**src/rtl/pipe_pkg.sv**
```systemverilog
// Shared widths, zero constants and MEM/WB payload layout for the pipeline registers.
package pipe_pkg;

    localparam int unsigned DEF_DATA_W = 32;
    localparam int unsigned DEF_ADDR_W = 5;
    localparam int unsigned DEF_BSEL_W = 4;

    // Field order is the packing order used when flattening a payload into a slot.
    typedef struct packed {
        logic [DEF_ADDR_W-1:0]   wa;
        logic                    wreg;
        logic [DEF_DATA_W-1:0]   dreg;
        logic                    mreg;
        logic [DEF_BSEL_W-1:0]   dre;
        logic                    whilo;
        logic [2*DEF_DATA_W-1:0] hilo;
    } memwb_payload_t;

    localparam logic [DEF_DATA_W-1:0]   ZERO_DATA    = '0;
    localparam logic [2*DEF_DATA_W-1:0] ZERO_HILO    = '0;
    localparam memwb_payload_t          PAYLOAD_ZERO = '0;

endpackage

```
**src/rtl/pipe_slot.sv**
```systemverilog
// Single valid+payload register with clear > load > drain priority.
// Bits set in CLR_MASK are zeroed whenever the slot goes empty; the rest hold.
module pipe_slot #(
    parameter int unsigned     W        = 8,
    parameter logic [W-1:0]    CLR_MASK = '0
) (
    input  logic         clk,
    input  logic         rst_n,
    input  logic         load,
    input  logic         drain,
    input  logic         clear,
    input  logic [W-1:0] d,
    output logic         valid,
    output logic [W-1:0] q
);

    // Slot state update; emptying the slot kills the masked control bits.
    always_ff @(posedge clk or negedge rst_n) begin
        if (!rst_n) begin
            valid <= 1'b0;
            q     <= '0;
        end else if (clear) begin
            valid <= 1'b0;
            q     <= q & ~CLR_MASK;
        end else if (load) begin
            valid <= 1'b1;
            q     <= d;
        end else if (drain) begin
            valid <= 1'b0;
            q     <= q & ~CLR_MASK;
        end
    end

endmodule

```
**src/rtl/memwb_pipe_reg.sv**
```systemverilog
// MEM/WB pipeline register with valid/ready handshake and synchronous flush.
// Optional macro MEMWB_SKID_EN adds a one-entry skid slot so mem_ready is registered.
module memwb_pipe_reg
    import pipe_pkg::*;
#(
    parameter int unsigned DATA_W = DEF_DATA_W,
    parameter int unsigned ADDR_W = DEF_ADDR_W,
    parameter int unsigned BSEL_W = DEF_BSEL_W
) (
    input  logic                cpu_clk_50M,
    input  logic                cpu_rst_n,
    input  logic                mem_valid,
    output logic                mem_ready,
    input  logic [ADDR_W-1:0]   mem_wa,
    input  logic                mem_wreg,
    input  logic [DATA_W-1:0]   mem_dreg,
    input  logic                mem_mreg,
    input  logic [BSEL_W-1:0]   mem_dre,
    input  logic                mem_whilo,
    input  logic [2*DATA_W-1:0] mem_hilo,
    input  logic                flush,
    input  logic                wb_ready,
    output logic                wb_valid,
    output logic [ADDR_W-1:0]   wb_wa,
    output logic                wb_wreg,
    output logic [DATA_W-1:0]   wb_dreg,
    output logic                wb_mreg,
    output logic [BSEL_W-1:0]   wb_dre,
    output logic                wb_whilo,
    output logic [2*DATA_W-1:0] wb_hilo
);

    localparam int unsigned PAY_W = ADDR_W + DATA_W + BSEL_W + 2*DATA_W + 3;

    // wreg, mreg and whilo must read 0 whenever the slot is empty.
    localparam logic [PAY_W-1:0] CTRL_MASK = {
        {ADDR_W{1'b0}}, 1'b1, {DATA_W{1'b0}}, 1'b1,
        {BSEL_W{1'b0}}, 1'b1, {(2*DATA_W){1'b0}}
    };

    logic [PAY_W-1:0] mem_pay;
    logic [PAY_W-1:0] out_pay;
    logic             out_valid;
    logic             out_free;
    logic             accept;

    assign mem_pay  = {mem_wa, mem_wreg, mem_dreg, mem_mreg, mem_dre, mem_whilo, mem_hilo};
    assign out_free = !out_valid || wb_ready;
    assign accept   = mem_valid && mem_ready && !flush;

`ifdef MEMWB_SKID_EN
    logic             skid_valid;
    logic [PAY_W-1:0] skid_pay;
    logic             out_load;
    logic [PAY_W-1:0] out_d;
    logic             skid_load;
    logic             skid_drain;

    assign mem_ready = !skid_valid;

    // Steering: the skid entry is older, so it always wins the output slot.
    always_comb begin
        out_load   = 1'b0;
        out_d      = mem_pay;
        skid_load  = 1'b0;
        skid_drain = 1'b0;
        if (out_free) begin
            out_load   = skid_valid || accept;
            out_d      = skid_valid ? skid_pay : mem_pay;
            skid_drain = skid_valid;
        end else begin
            skid_load  = accept;
        end
    end

    pipe_slot #(.W(PAY_W), .CLR_MASK(CTRL_MASK)) u_skid (
        .clk   (cpu_clk_50M),
        .rst_n (cpu_rst_n),
        .load  (skid_load),
        .drain (skid_drain),
        .clear (flush),
        .d     (mem_pay),
        .valid (skid_valid),
        .q     (skid_pay)
    );

    pipe_slot #(.W(PAY_W), .CLR_MASK(CTRL_MASK)) u_out (
        .clk   (cpu_clk_50M),
        .rst_n (cpu_rst_n),
        .load  (out_load),
        .drain (out_valid && wb_ready),
        .clear (flush),
        .d     (out_d),
        .valid (out_valid),
        .q     (out_pay)
    );
`else
    assign mem_ready = out_free;

    pipe_slot #(.W(PAY_W), .CLR_MASK(CTRL_MASK)) u_out (
        .clk   (cpu_clk_50M),
        .rst_n (cpu_rst_n),
        .load  (accept),
        .drain (out_valid && wb_ready),
        .clear (flush),
        .d     (mem_pay),
        .valid (out_valid),
        .q     (out_pay)
    );
`endif

    assign wb_valid = out_valid;
    assign {wb_wa, wb_wreg, wb_dreg, wb_mreg, wb_dre, wb_whilo, wb_hilo} = out_pay;

endmodule

```
**config.mk**
```make
export PLATFORM = sky130hd
export DESIGN_NAME = memwb_pipe_reg
export DESIGN_NICKNAME = d
export VERILOG_FILES = /design/src/rtl/pipe_pkg.sv /design/src/rtl/pipe_slot.sv /design/src/rtl/memwb_pipe_reg.sv
export SDC_FILE = /design/constraint.sdc
export NUM_CORES = 1
export LEC_CHECK = 0
export CAP_MARGIN = 20
export CORE_MARGIN = 4
export CORE_UTILIZATION = 40
export DETAILED_ROUTE_END_ITERATION = 16
export PLACE_DENSITY = 0.82
export SLEW_MARGIN = 20
export SYNTH_ARGS = -nofsm -noshare
export SYNTH_HDL_FRONTEND = slang
export SYNTH_SLANG_ARGS = --single-unit
```
**constraint.sdc**
```tcl
create_clock -name cpu_clk_50M -period 2.1 [get_ports cpu_clk_50M]
set_clock_uncertainty 0.15 [all_clocks]
set_input_delay 0.42 -clock cpu_clk_50M [delete_from_list [all_inputs] [get_ports cpu_clk_50M]]
set_output_delay 0.42 -clock cpu_clk_50M [all_outputs]
set_load 0.005 [all_outputs]
```
* Word-level counts from Yosys, hierarchy flattened
Index checks and enable logic that the tools add are counted.
W data, S select, Z words.
** Word-level totals
- Register bits :: 109
- Output and inout port bits :: 110
- Logic and storage cells :: 18
** Cells by class
- Muxes and demuxes :: 6
- Bitwise gates (word level) :: 1
- Reductions and logical operators :: 8
** Operator list (count)
- $mux W103 :: 2
- $mux W108 :: 1
- $logic_and A1 B1 Y1 :: 3
- $mux W1 :: 3
- $reduce_bool A3 Y1 :: 1
- $logic_not A1 Y1 :: 2
- $reduce_and A2 Y1 :: 1
- $logic_or A1 B1 Y1 :: 1
- $not A1 Y1 :: 1

* Logic depth before layout (Yosys ltp)
- Depth in word-level cells :: 6
- Gate-level depth with buffers :: 6
- Gate-level depth less buffers :: 3

* Modules after synthesis
From an unflattened synthesis, not the netlist that was laid out.
** Unflattened totals
- Cells, all modules :: 239
- Area total of the unflattened synthesis :: 4401.7 um2
** By module, submodules not included
- pipe_slot :: times used 1, cells an instance 236, area an instance 4371.7 um2, sequential area each 2727.6 um2
- memwb_pipe_reg :: times used 1, cells an instance 3, area an instance 30.0 um2, sequential area each 0.0 um2

* Least setup slack after synthesis
Ideal clock, no wire load.
- Path kind :: input -> register
- From :: input port wb_ready
- To :: register u_out.q[43]
- Arrival time :: 1.390 ns
- Setup slack :: 0.435 ns
- Cell stages on the path :: 6
- Path buffers :: 3
- Path through :: nand2b_1 > buf_4 > nand3b_4 > buf_6 > buf_6 > mux2_4
** On the way
- Word-level cells in the longest chain between the ends :: 4
- Elaborated cells on any way between the ends :: 5
- Those cells by class :: 1 x mux; 4 x reduce/logical
** RTL lines
- from (decl) :: line memwb_pipe_reg.sv:22 : input logic wb_ready,
- $logic_or A1 B1 Y1 * :: line memwb_pipe_reg.sv:48 : assign out_free = !out_valid || wb_ready;
- named net mem_ready :: line memwb_pipe_reg.sv:13 : output logic mem_ready,
- $logic_and A1 B1 Y1 * (2 in series) :: line memwb_pipe_reg.sv:49 : assign accept = mem_valid && mem_ready && !flush;
- $mux W108 / $reduce_and A2 Y1 (equally long branches)
- to (signal assigned) :: line pipe_slot.sv:24 : q <= q & ~CLR_MASK;
- to (signal assigned) :: line pipe_slot.sv:30 : q <= q & ~CLR_MASK;
- to (decl) :: line pipe_slot.sv:14 : output logic [W-1:0] q
Mark *: on every way through the listed nets, which the timed path passes. The rest lies on a longest branch. The select of a mux whose other input is x is not followed.
A chain may end at the register's enable or synchronous reset.

* Worst setup path in the final report
- From :: register u_out.valid
- To :: output port wb_valid
** RTL lines
- from (decl) :: line pipe_slot.sv:13 : output logic valid,
- from (signal assigned) :: line pipe_slot.sv:20 : valid <= 1'b0;
- from (signal assigned) :: line pipe_slot.sv:23 : valid <= 1'b0;
- from (signal assigned) :: line pipe_slot.sv:26 : valid <= 1'b1;
- to (decl) :: line memwb_pipe_reg.sv:23 : output logic wb_valid,
No word-level cell between the ends.

==> metrics.txt <==
status complete, no violations; global-route total usage across every layer 0.1687; critical path's slowest cell clkdlybuf4s50_1; slowest stage delay, CP 0.54 ns; Inst Count DP 591; layout cell share with drive strength beyond 1 0.2739; vias in the first global route 3,133; CTS tree done; worst-margin pin slew 0.3276 ns; YS warnings 0; synthesized flop and latch total 109; Seq/Total Area, Yosys 0.6372; Worst-path clk slew 0.10 ns; gpl congestion 0.8404; CP cell instances clkdlybuf4s50_1; Via Count 2,834; Placed Instance Area 6680 um2; core area 10,370 um2; # IOs 223; synthesized area per cell 18.06 um2; Final Total Pwr 5.436 mW; Hold Vio Cnt, Final 0; Buffers on Ports 222; # diodes 0; CTS buffer count 9; Critical Path End Type output pin; grt met2 use 0.3004; Die H 111.4 um; GRT Max-Usage Layer met2; final wirelength 10.67 mm; Worst EP arrival 1.34 ns; pwr dens 790.3 nW/um2; DR WL/cell 17.57 um; Rel. slew slack 0.7816; largest net degree at the start of global routing 64; die area 12,420 um2; Synth top area share 0.6372; VDD IR max 410.3 uV; Max Buffers Root-to-Sink 2; row count 37; initial antenna violation count 0; synth unique cells 13; Hold Crit Class reg -> reg; Slew Limit Fails 0; Final Instance Count excl. Fillers 607; post-DP HPWL 8.200 mm; Post-DRT Antenna Nets 0; # H-tree levels 3; vias per cell 4.669; Worst setup SP type flip-flop; Cell Area, Synth 4280 um2; Final Worst Setup Slack 0.1860 ns; first-pass GRT wire length 16.67 mm; total congestion overflow 0; initial core utilization 0.4128; final critical-path share of the clock period 0.9114; Min Clock Period, post-route 1.914 ns; CTS root buf clkbuf_8; Area growth syn-to-layout 60.68%; Critical Path RT 1.53 ns; Setup CP Type reg -> out; top cells by area, synth dfrtp_1 64%, mux2_4 18%, mux2_2 14%, buf_6 1.6%, a32oi_1 0.61%; Max FO, Critical Path 3; Max Clk Rate 0.5225 GHz; leakage power 3.022 nW; largest area contributor in the netlist dfrtp_1; Buf/Inv on CP 1; CP top delay family buffers and inverters; worst slack, placed -0.1208 ns; total negative setup slack 0 ns; worst skew pair latency 0.36 ns; Cells after Synth 237; Die Wd 111.4 um; RSZ-0062 raised after global routing false; design area 6878 um2; Final nets 580; first-pass iteration count of the detailed router 4; # DRC 0; CTS sink cnt 109; Net Count, Synth 350; max-cap violation count 0; # setup viols final 0; initial drt markers 94; met1 Usage GRT 0.1920; met3 Usage GRT 0.05000
[where the power goes]
part	internal, mW	switching [mW]
clock network	0.545	0.665
registers	2.45	0.192
logic	1.16	0.427
total	4.15	1.28
[state kept, by name, indices dropped and copies added, names as in the netlist]
name	flops
u_out.q	108
u_out.valid	1
[Yosys cell counts]
| master | number |
|---|---|
| nor2_1 | 3 |
| nand3b_4 | 1 |
| mux2_4 | 50 |
| buf_2 | 5 |
| inv_1 | 1 |
| a21oi_1 | 1 |
| mux2_2 | 55 |
| buf_6 | 6 |
| dfrtp_1 | 109 |
| nand2b_1 | 1 |
| a32oi_1 | 3 |
| mux2i_1 | 1 |
| buf_4 | 1 |
[cell usage in the layout, fill, tap and decap left out, types with 2 or more instances in the layout]
cell type | netlist | layout
clkdlybuf4s50_1 | 0 | 220
dfrtp_1 | 109 | 109
mux2_2 | 55 | 55
mux2_4 | 50 | 50
clkbuf_8 | 0 | 9
buf_4 | 1 | 5
buf_12 | 0 | 4
a32oi_1 | 3 | 3
nor2_1 | 3 | 3
clkinvlp_4 | 0 | 2
clkbuf_1 | 0 | 2
[worst paths after layout]
path	start	endpoint	slack (ns)	depth (start not counted)
max in group asynchronous	cpu_rst_n	u_out.q[8]$_DFFE_PN0P_	1.05	3
max reg2reg	u_out.valid$_DFFE_PN0P_	u_out.q[12]$_DFFE_PN0P_	0.47	4
min in group asynchronous	cpu_rst_n	u_out.q[62]$_DFFE_PN0P_	0.43	3
max	u_out.valid$_DFFE_PN0P_	wb_valid	0.19	1
min reg2reg	u_out.q[7]$_DFFE_PN0P_	u_out.q[7]$_DFFE_PN0P_	0.36	1
min	u_out.q[7]$_DFFE_PN0P_	u_out.q[7]$_DFFE_PN0P_	0.36	1
[final cells by class]
class	count	area, um2
clock buffers	11	131.4
clock inverters	4	50.05
fillers	747	3492
inverters	1	3.754
multi-input cells	115	1456
flip-flops and latches	109	2728
well taps	136	170.2
repair buffers	231	2338
[layer usage]
metal	wire length, um	share of wire
met4	207	0.019
met2	5629	0.53
met5	0	0
met3	745	0.070
met1	4085	0.38
[repair_timing]
| action | in CTS | in global routing |
|---|---|---|
| hold buffers | 1 | 0 |
| setup endpoints to repair | 1 | 0 |
| buffers inserted | 0 | 0 |
| gates resized for setup | 2 | 0 |
| hold endpoints to repair | 109 | 0 |
[metrics by stage]
step / util / hold WS (ns)
floorplan: - / -0.02559
global route: 0.6632 / 0.3705
global placement: 0.6442 / 0.2846
CTS: 0.6632 / 0.3637
detailed placement: 0.6442 / 0.2879
finish: 0.6632 / 0.3607
[cells by family (layout without fill, tap and decap cells)]
group	count (synthesis)	in the layout	share of synthesized area
simple gates	5	5	0.008770
buf+inv	13	247	0.02426
compound gates	4	4	0.007308
flops	109	109	0.6372
mux	106	106	0.3224
Power figures use the tool's default switching activity.
